## src/rtl/elevator_scan_ctrl.sv

```systemverilog
// elevator_scan_ctrl
//   Collective (SCAN) controller for a single elevator car serving NUM_FLOORS floors.
//   Car buttons and hall up/down calls are latched into pending vectors. The car keeps
//   moving in its current direction while work remains ahead of it, stops at floors
//   that need service, and opens the door for DOOR_CYCLES clocks at each stop.
//
// Parameters
//   NUM_FLOORS    floors served (2..16), floor 0 = basement
//   HOME_FLOOR    floor loaded at reset
//   TRAVEL_CYCLES clocks to move one floor (>= 1)
//   DOOR_CYCLES   clocks the door dwells open per stop (>= 1)
//
// Ports
//   clk, rst_n          clock, asynchronous active-low reset
//   car_req             in-car floor buttons (level)
//   hall_up / hall_dn   hall calls; hall_up[top] and hall_dn[0] are ignored
//   key                 penthouse access key (used only with ELEV_KEYLOCK_EN)
//   estop               emergency stop, level-sensitive
//   floor               current car floor
//   req_pend/up_pend/dn_pend  latched requests
//   moving_up/moving_dn car travelling
//   busy                high in any state except idle
//   door_open           door open
//
// Build option
//   ELEV_KEYLOCK_EN: car_req for the top floor latches only while key=1, and a pending
//   top-floor car request is dropped one cycle after key falls. Undefined: key is ignored.

module elevator_scan_ctrl #(
  parameter int unsigned NUM_FLOORS    = 5,
  parameter int unsigned HOME_FLOOR    = 1,
  parameter int unsigned TRAVEL_CYCLES = 4,
  parameter int unsigned DOOR_CYCLES   = 3,
  localparam int unsigned FW = $clog2(NUM_FLOORS)
) (
  input  logic                  clk,
  input  logic                  rst_n,
  input  logic [NUM_FLOORS-1:0] car_req,
  input  logic [NUM_FLOORS-1:0] hall_up,
  input  logic [NUM_FLOORS-1:0] hall_dn,
  input  logic                  key,
  input  logic                  estop,
  output logic [FW-1:0]         floor,
  output logic [NUM_FLOORS-1:0] req_pend,
  output logic [NUM_FLOORS-1:0] up_pend,
  output logic [NUM_FLOORS-1:0] dn_pend,
  output logic                  moving_up,
  output logic                  moving_dn,
  output logic                  busy,
  output logic                  door_open
);

  localparam int unsigned TMax = (TRAVEL_CYCLES > DOOR_CYCLES) ? TRAVEL_CYCLES : DOOR_CYCLES;
  localparam int unsigned TW   = $clog2(TMax + 1);

  localparam logic [FW-1:0]         TopFloor = FW'(NUM_FLOORS - 1);
  localparam logic [NUM_FLOORS-1:0] FloorOne = {{(NUM_FLOORS-1){1'b0}}, 1'b1};
  localparam logic [NUM_FLOORS-1:0] TopBit   = {1'b1, {(NUM_FLOORS-1){1'b0}}};

  typedef enum logic [1:0] {StIdle, StMove, StDoor, StEstop} state_e;

  state_e                  state_q;
  logic [FW-1:0]           floor_q;
  logic                    dir_up_q;
  logic [TW-1:0]           timer_q;
  logic [NUM_FLOORS-1:0]   req_q, up_q, dn_q;
  logic                    moving_up_q, moving_dn_q, busy_q, door_open_q;

  // Any bit set strictly above / below floor f.
  function automatic logic any_above(input logic [NUM_FLOORS-1:0] v, input logic [FW-1:0] f);
    any_above = 1'b0;
    for (int i = 0; i < int'(NUM_FLOORS); i++) begin
      if (i > int'(f)) any_above = any_above | v[i];
    end
  endfunction

  function automatic logic any_below(input logic [NUM_FLOORS-1:0] v, input logic [FW-1:0] f);
    any_below = 1'b0;
    for (int i = 0; i < int'(NUM_FLOORS); i++) begin
      if (i < int'(f)) any_below = any_below | v[i];
    end
  endfunction

  logic [NUM_FLOORS-1:0] in_req, in_up, in_dn;
  logic [NUM_FLOORS-1:0] pend_all;
  logic [NUM_FLOORS-1:0] oh_cur, oh_nxt;
  logic [NUM_FLOORS-1:0] srv_up_cur, srv_dn_cur, srv_up_nxt, srv_dn_nxt;
  logic [NUM_FLOORS-1:0] clr_req, clr_up, clr_dn;
  logic [FW-1:0]         floor_nxt;
  logic                  at_cur, above_cur, below_cur, beyond_cur, opposite_cur;
  logic                  at_end, beyond_nxt, stop_nxt, match_cur;
  logic                  travel_done, door_done;

  // Input qualification: hall buttons that cannot exist are masked off.
  always_comb begin
    in_req = car_req;
    in_up  = hall_up & ~TopBit;
    in_dn  = hall_dn & ~FloorOne;
`ifdef ELEV_KEYLOCK_EN
    in_req[NUM_FLOORS-1] = car_req[NUM_FLOORS-1] & key;
`endif
  end

`ifndef ELEV_KEYLOCK_EN
  logic unused_key;
  assign unused_key = key;
`endif

  // Request geometry relative to the current floor and to the floor about to be reached.
  always_comb begin
    pend_all     = req_q | up_q | dn_q;
    oh_cur       = FloorOne << floor_q;
    at_cur       = pend_all[floor_q];
    above_cur    = any_above(pend_all, floor_q);
    below_cur    = any_below(pend_all, floor_q);
    beyond_cur   = dir_up_q ? above_cur : below_cur;
    opposite_cur = dir_up_q ? below_cur : above_cur;

    // Saturate at the shaft ends so the car can never run past them.
    if (dir_up_q) begin
      at_end    = (floor_q == TopFloor);
      floor_nxt = at_end ? floor_q : floor_q + FW'(1);
    end else begin
      at_end    = (floor_q == '0);
      floor_nxt = at_end ? floor_q : floor_q - FW'(1);
    end
    oh_nxt     = FloorOne << floor_nxt;
    beyond_nxt = dir_up_q ? any_above(pend_all, floor_nxt) : any_below(pend_all, floor_nxt);
    stop_nxt   = req_q[floor_nxt] | (dir_up_q ? up_q[floor_nxt] : dn_q[floor_nxt]) |
                 ~beyond_nxt | at_end;

    // A hall call in the travel direction is always served; the opposite one only when
    // nothing remains beyond, since the car is about to reverse anyway.
    srv_up_cur = (dir_up_q | ~beyond_cur) ? oh_cur : '0;
    srv_dn_cur = (~dir_up_q | ~beyond_cur) ? oh_cur : '0;
    srv_up_nxt = (dir_up_q | ~beyond_nxt) ? oh_nxt : '0;
    srv_dn_nxt = (~dir_up_q | ~beyond_nxt) ? oh_nxt : '0;
    match_cur  = |((req_q & oh_cur) | (up_q & srv_up_cur) | (dn_q & srv_dn_cur));

    travel_done = (timer_q == TW'(TRAVEL_CYCLES - 1));
    door_done   = (timer_q == TW'(DOOR_CYCLES - 1));
  end

  // Pending-bit clears; applied together with latching so a clear beats a same-cycle set.
  always_comb begin
    clr_req = '0;
    clr_up  = '0;
    clr_dn  = '0;
    unique case (state_q)
      StIdle: begin
        // Opening from idle serves everything waiting at this floor.
        if (at_cur) begin
          clr_req = oh_cur;
          clr_up  = oh_cur;
          clr_dn  = oh_cur;
        end
      end
      StMove: begin
        if (travel_done && stop_nxt) begin
          clr_req = oh_nxt;
          clr_up  = srv_up_nxt;
          clr_dn  = srv_dn_nxt;
        end
      end
      StDoor: begin
        if (match_cur) begin
          clr_req = oh_cur;
          clr_up  = srv_up_cur;
          clr_dn  = srv_dn_cur;
        end
      end
      StEstop: ;
      default: ;
    endcase
`ifdef ELEV_KEYLOCK_EN
    if (!key) clr_req = clr_req | TopBit;
`endif
  end

  always_ff @(posedge clk or negedge rst_n) begin
    if (!rst_n) begin
      state_q     <= StIdle;
      floor_q     <= FW'(HOME_FLOOR);
      dir_up_q    <= 1'b1;
      timer_q     <= '0;
      req_q       <= '0;
      up_q        <= '0;
      dn_q        <= '0;
      moving_up_q <= 1'b0;
      moving_dn_q <= 1'b0;
      busy_q      <= 1'b0;
      door_open_q <= 1'b0;
    end else if (estop) begin
      // Abort any partial travel; floor keeps the last floor actually reached.
      state_q     <= StEstop;
      timer_q     <= '0;
      req_q       <= '0;
      up_q        <= '0;
      dn_q        <= '0;
      moving_up_q <= 1'b0;
      moving_dn_q <= 1'b0;
      busy_q      <= 1'b1;
      door_open_q <= 1'b1;
    end else begin
      req_q <= (req_q | in_req) & ~clr_req;
      up_q  <= (up_q | in_up) & ~clr_up;
      dn_q  <= (dn_q | in_dn) & ~clr_dn;

      unique case (state_q)
        StIdle: begin
          timer_q <= '0;
          if (at_cur) begin
            state_q     <= StDoor;
            busy_q      <= 1'b1;
            door_open_q <= 1'b1;
          end else if (above_cur) begin
            state_q     <= StMove;
            dir_up_q    <= 1'b1;
            moving_up_q <= 1'b1;
            busy_q      <= 1'b1;
          end else if (below_cur) begin
            state_q     <= StMove;
            dir_up_q    <= 1'b0;
            moving_dn_q <= 1'b1;
            busy_q      <= 1'b1;
          end
        end

        StMove: begin
          if (travel_done) begin
            floor_q <= floor_nxt;
            timer_q <= '0;
            if (stop_nxt) begin
              state_q     <= StDoor;
              moving_up_q <= 1'b0;
              moving_dn_q <= 1'b0;
              door_open_q <= 1'b1;
            end
          end else begin
            timer_q <= timer_q + TW'(1);
          end
        end

        StDoor: begin
          if (match_cur) begin
            // Late call for this floor: serve it and hold the door for a full dwell.
            timer_q <= '0;
          end else if (door_done) begin
            timer_q     <= '0;
            door_open_q <= 1'b0;
            if (beyond_cur) begin
              state_q     <= StMove;
              moving_up_q <= dir_up_q;
              moving_dn_q <= ~dir_up_q;
            end else if (opposite_cur) begin
              state_q     <= StMove;
              dir_up_q    <= ~dir_up_q;
              moving_up_q <= ~dir_up_q;
              moving_dn_q <= dir_up_q;
            end else begin
              state_q <= StIdle;
              busy_q  <= 1'b0;
            end
          end else begin
            timer_q <= timer_q + TW'(1);
          end
        end

        StEstop: begin
          state_q     <= StIdle;
          timer_q     <= '0;
          busy_q      <= 1'b0;
          door_open_q <= 1'b0;
        end

        default: state_q <= StIdle;
      endcase
    end
  end

  assign floor     = floor_q;
  assign req_pend  = req_q;
  assign up_pend   = up_q;
  assign dn_pend   = dn_q;
  assign moving_up = moving_up_q;
  assign moving_dn = moving_dn_q;
  assign busy      = busy_q;
  assign door_open = door_open_q;

endmodule

```

## config.mk

```make
export PLATFORM = sky130hd
export DESIGN_NAME = elevator_scan_ctrl
export DESIGN_NICKNAME = d
export VERILOG_FILES = /design/src/rtl/elevator_scan_ctrl.sv
export SDC_FILE = /design/constraint.sdc
export NUM_CORES = 1
export LEC_CHECK = 0
export ABC_AREA = 1
export CORE_ASPECT_RATIO = 1.75
export CORE_UTILIZATION = 55
export CTS_CLUSTER_SIZE = 28
export DETAILED_ROUTE_END_ITERATION = 8
export HOLD_SLACK_MARGIN = 0.03
export PLACE_DENSITY = 0.82
export SYNTH_ARGS = -nofsm -noshare
export SYNTH_HDL_FRONTEND = slang
export SYNTH_SLANG_ARGS = --single-unit
export TNS_END_PERCENT = 100
```

## constraint.sdc

```tcl
create_clock -name clk -period 4.6 [get_ports clk]
set_input_delay 0.92 -clock clk [delete_from_list [all_inputs] [get_ports clk]]
set_output_delay 0.92 -clock clk [all_outputs]
set_load 0.005 [all_outputs]
```

Yosys cells after proc, flatten, opt, wreduce, memory -nomap -nowiden --
Cells that the tools add are included.
Cells by class: $add $sub $neg 3, $lt $le $gt $ge 20, equal/unequal tests 25, shift operators 2, muxes and demuxes 108, bitwise logic cells 41, reduce and logical (&&, ||, !) cells 15
Operator list (count):
- 5-bit two-way mux | 14
- 1-bit two-way mux | 65
- 5-bit one-hot mux with 3 select lines | 3
- 3-bit != test, second input constant | 12
- 5-bit AND | 6
- 5-bit bitwise OR | 6
- 3-bit two-way mux | 7
- 1-bit bitwise OR | 21
- 2-bit two-way mux | 8
- 8-bit AND reduction | 2
- 5-bit NOT | 3
- 1-bit binary-select mux with 3-bit select | 4
- 2-bit by 3-bit greater-than comparator with 1-bit output, first input constant | 4
- 1-bit by 3-bit less-than comparator with 1-bit output, first input constant | 4
- 2-bit by 3-bit less-than comparator with 1-bit output, first input constant | 4
- 2-bit != test, second input constant | 5
- 5-bit AND reduction | 2
- 1-bit by 3-bit << shifter with 5-bit output, first input constant | 2
- 1-bit one-hot mux with 3 select lines | 3
- 3-bit one-hot mux with 3 select lines | 1
- 9-bit AND reduction | 1
- 3-bit by 4-bit less-than comparator with 1-bit output, second input constant | 2
- 2-bit one-hot mux with 4 select lines | 1
- 4-bit nonzero test | 2
- other kinds (23) | 32
Word-level totals: bits in registers 28, input port bits 19

Logic depth before layout (Yosys ltp) --
depth in word-level cells 24, depth in mapped cells 21, depth with buffers taken out 21

Least setup slack after synthesis --
No wires, ideal clock.
path kind register -> register, start point register floor_q[0], in the netlist floor[0], end point register door_open_q, in the netlist door_open, setup time 0.118 ns, arrival 2.414 ns, data required time 4.482 ns, setup slack 2.067 ns, cell stages (with the launch flop) 18, path through dfstp_2 -> inv_1 -> ha_1 -> nand2_2 -> nand2_1 -> nand3_2 -> nand2_4 -> nor2_1 -> nand2_1 -> a21boi_1 -> o21ai_2 -> nand2_2 -> nand2_4 -> nand2_2 -> nand2_4 -> nand3_1 -> nand2_1 -> nand2_1
Between the ends: word-level cells in the longest chain between the ends 20, elaborated cells on any way between the ends 89, those cells by class add/sub: 2; order compare: 18; eq/ne: 4; shift: 1; mux: 35; bitwise: 26; reduce/logical: 3
RTL lines:
- start: declaration | line 63 | logic [FW-1:0] floor_q;
- start signal: assignment | line 183 | floor_q <= FW'(HOME_FLOOR);
- start signal: assignment | line 231 | floor_q <= floor_nxt;
- branches (longest 19 deep; another with 3-bit by 1-bit subtractor with 3-bit output)
- 5-bit AND reduction (no source line) *
- end signal: assignment | line 192 | door_open_q <= 1'b0;
- end signal: assignment | line 203 | door_open_q <= 1'b1;
- end signal: assignment | line 215 | door_open_q <= 1'b1;
- end: declaration | line 67 | logic moving_up_q, moving_dn_q, busy_q, door_open_q;
Every way passes the cells marked *. The select of a mux whose other input is x is not followed. A chain may end at the register's enable or synchronous reset.

Worst setup path in the final report --
start point register floor_q[0], in the netlist floor[0], end point register dn_q[4], in the netlist dn_pend[4]
Between the ends: word-level cells in the longest chain between the ends 23, elaborated cells on any way between the ends 96, those cells by class add/sub: 2; order compare: 18; eq/ne: 1; shift: 2; mux: 41; bitwise: 29; reduce/logical: 3
RTL lines:
- 3-bit by 1-bit subtractor with 3-bit output, or another cell as far along | line 125 | floor_nxt = at_end ? floor_q : floor_q - FW'(1);
- 3-bit two-way mux, or another cell as far along | line 125
- 3-bit two-way mux or 1-bit bitwise OR (tied branches) | line 120, 80
- 1-bit by 3-bit less-than comparator with 1-bit output or 1-bit two-way mux (tied branches) | line 80 | if (i < int'(f)) any_below = any_below | v[i];
- 1-bit two-way mux or 1-bit bitwise OR (tied branches) | line 80
- 1-bit bitwise OR or 1-bit two-way mux (tied branches) | line 80
- 1-bit two-way mux or 1-bit bitwise OR (tied branches) | line 80
- 1-bit bitwise OR or 1-bit two-way mux (tied branches) | line 80
- [7 not listed]
- 1-bit bitwise OR or 5-bit bitwise OR (tied branches) | line 129, 138
- 1-bit bitwise OR or 5-bit bitwise OR (tied branches) | line 130, 138
- 1-bit logical AND or 5-bit OR reduction (tied branches) | line 159, 138
- 5-bit two-way mux, on equally long branches | line 159, 166
- 5-bit one-hot mux with 3 select lines * | line 149 | unique case (state_q)
- 5-bit NOT * | line 207 | dn_q <= (dn_q | in_dn) & ~clr_dn;
- 5-bit AND * | line 207
- 5-bit two-way mux * | line 193 | end else if (estop) begin
- end signal: assignment | line 207
- end: declaration | line 66 | logic [NUM_FLOORS-1:0] req_q, up_q, dn_q;
Every way passes the cells marked *; elsewhere a longest branch is shown, timed or not. The select of a mux whose other input is x is not followed.

==> metrics.cfg <==
[finish]
final_common_cell = nand2_1
layout-drive-gt1-share_pct = 10.3
syn_to_final_growth_pct = 18.6
finalNetCount = 457
n_antenna_cell = 0
nFillCells = 419
layout_common_cells = 107 x nand2_1, 48 x nor2_1, 44 x nand3_1
stdcell_count = 478

[sta]
skew_ps = 4.71
hold_violations = 0
slew_violations = 0
fin_crit_sh_pct = 67.4
setup_tns_ps = 0
min_period_ps = 3100
rsz0062_at_grt = no
slew_headroom_pct = 47.9
tightest_slew_ps = 775
fmaxAchievable_mhz = 323
setup_viol = 0
postLayoutSetupSlackWorst_ps = 1500

[setup_path]
max_stage_delay_ps = 660
setup.worst_path.start = floor[0]
cp-start-kind = flip-flop
endpoint = dn_pend[4]
crit_type = reg2reg
end_kind = flip-flop
slowest_stage = dfstp_2
r2r_end = dn_pend[4]
arrival_ps = 3290
ff2ff_path_depth = 17
path_max_fanout = 10
r2r_slack_ps = 1500
required_ps = 4790
path_cells = inv_1 > ha_1 > nand2_2 > nand2_1 > nand3_2 > nand2_4 > nor2_1 > nand2_1 > a21boi_1 > o21ai_2 > nand2_2 > nand2_4 > nand2_2 > inv_2 > nand2_1 > nand3_1 > nor2_1
r2r-start = floor[0]

[floorplan]
core_area_mm2 = 0.00440
die_h_um = 91.7
initial_core_util_pct = 57.5
fp-row-count = 32
dieArea_mm2 = 0.00489
io_pins = 41
die_w_um = 53.3

[grt]
antenna_found_initial = 0
grt_max_degree = 29
grt.total_usage_pct = 33.6
grt_pass1_wl_um = 12200
grt_pass1_vias = 2655
grt_overflow_total = 0

[logic_synthesis]
avgSynthCellArea_um2 = 6.44
synth_cell_types = 37
synth_fp_nets = 422
synthCells = 393
ys_warn_count = 0
synth-main-ff-cell = dfrtp_1
ys_seq_area_share_pct = 27.8
synth_edf_count = 0
ys_async_sr_fraction_pct = 100
synth_seq_cells = 28
netlist_area_mm2 = 0.00253

[job]
cap_violations = 0

[clock_network]
clk_latency_ps = 290
clock-sinks = 28
h-tree-depth = 1
hold_buffers = 0
cts_root_buf = clkbuf_8
cts_tree = yes
cts_resized = 0
cts_buffers = 3
postCtsSetupBuffers = 0
cts_buffer_depth = 2
cts.clk_slew.worst_paths_ps = 110

[worst_hold_path]
hold_class = reg2reg

[route]
wl_um = 7590
drt_iter0_drc = 114
vias_per_cell = 5.85
drc = 0
antenna_left = 0
drtPass1Iterations = 4
num_vias = 2796
wire_per_inst_um = 15.9

[place]
hpwl_um = 5860
gp_congestion = 0.968
dp_cells = 474
io_buffers = 37
dp_slack_ps = 1560

[pwr]
total_leakage_power_nw = 1.48
ir_drop_mv = 0.442
powerDensity_mw_per_mm2 = 496

[outcome]
status = completed

sequential cells by signal, summed over array words and instances, names as in the netlist:
register	cells
state_q	2
busy	1
up_pend	5
dn_pend	5
dir_up_q	1
req_pend	5
timer_q	3
moving_up	1
door_open	1
floor	3
moving_dn	1
worst min-delay path by stage:
stage | start | endpoint | slack, ps | depth (start not counted)
floorplan | timer_q[0] | timer_q[0] | 440 | 1
global placement | moving_up | moving_up | 460 | 2
detailed placement | moving_up | moving_up | 460 | 2
CTS | moving_up | moving_up | 480 | 2
global route | timer_q[0] | timer_q[0] | 510 | 1
finish | moving_up | moving_up | 480 | 2
per-layer routing:
metal	vias to the layer above	GRT usage, %	share of wire, %
li1	1370	-	-
met1	1278	37.7	38
met2	120	60.0	53
met3	28	3.15	4.5
met4	0	15.8	4.3
met5	-	0	0
cell type report:
| type | count | area [µm²] | share of cell area [%] |
|---|---|---|---|
| sequential | 28 | 703 | 23.4 |
| inverter | 45 | 171 | 5.71 |
| clock buffer | 3 | 41.3 | 1.38 |
| clock inverter | 1 | 30.0 | 1.00 |
| multi-input combinational | 311 | 1610 | 53.5 |
| tap | 51 | 63.8 | 2.13 |
| timing repair buffer | 39 | 385 | 12.8 |
where the power goes:
group,internal (mW),switching [mW],total (mW)
sequential,0.304,0.0701,0.374
clock,0.117,0.0926,0.210
combinational,0.306,0.600,0.905
total,0.726,0.762,1.49
stage by stage:
step                      total power [mW]  util, %  hold slack [ps]  instance area [µm²]
after floorplan                       1.02        -              439                 2530
after global placement                1.26     66.6              455                 2930
final                                 1.49     68.2              480                 3000
after CTS                             1.48     68.2              483                 3000
after global routing                  1.60     68.2              505                 3000
after detailed placement              1.27     66.6              457                 2930
Yosys cell counts (2+ instances only):
cell type	count	area, µm²
nor2_2	2	12.5
dfstp_2	2	52.6
nand3_2	8	80.1
nor3_1	4	20.0
o22ai_1	2	12.5
inv_1	38	143
dfrtp_1	26	651
o21ai_0	23	115
nor2_1	48	180
buf_2	3	15.0
a211oi_1	2	15.0
nand4_1	22	138
ha_1	10	125
a21oi_1	9	45.0
nand2_2	11	68.8
inv_2	5	18.8
nand3_1	44	220
o211ai_1	3	22.5
clkbuf_1	3	11.3
nand2_4	4	45.0
or2_1	2	12.5
nand2_1	107	402
logic make-up after synthesis:
kind of cell | count (synthesis) | share of synthesized area [%]
buffers and inverters | 54 | 8.70
AND/OR/NAND/NOR | 254 | 47.3
adder cells (fa/ha/maj) | 10 | 4.94
AO/OA/AOI/OAI | 47 | 11.3
flip-flops | 28 | 27.8
critical path: cells and delay by family (launching register included):
kind,cells,cell delay (ps)
AO/OA/AOI/OAI,2,440
AND/OR/NAND/NOR,12,1290
buffers and inverters,2,290
adder cells (fa/ha/maj),1,310
flip-flops,1,660
Note: power is estimated with default switching activity, not from simulation.
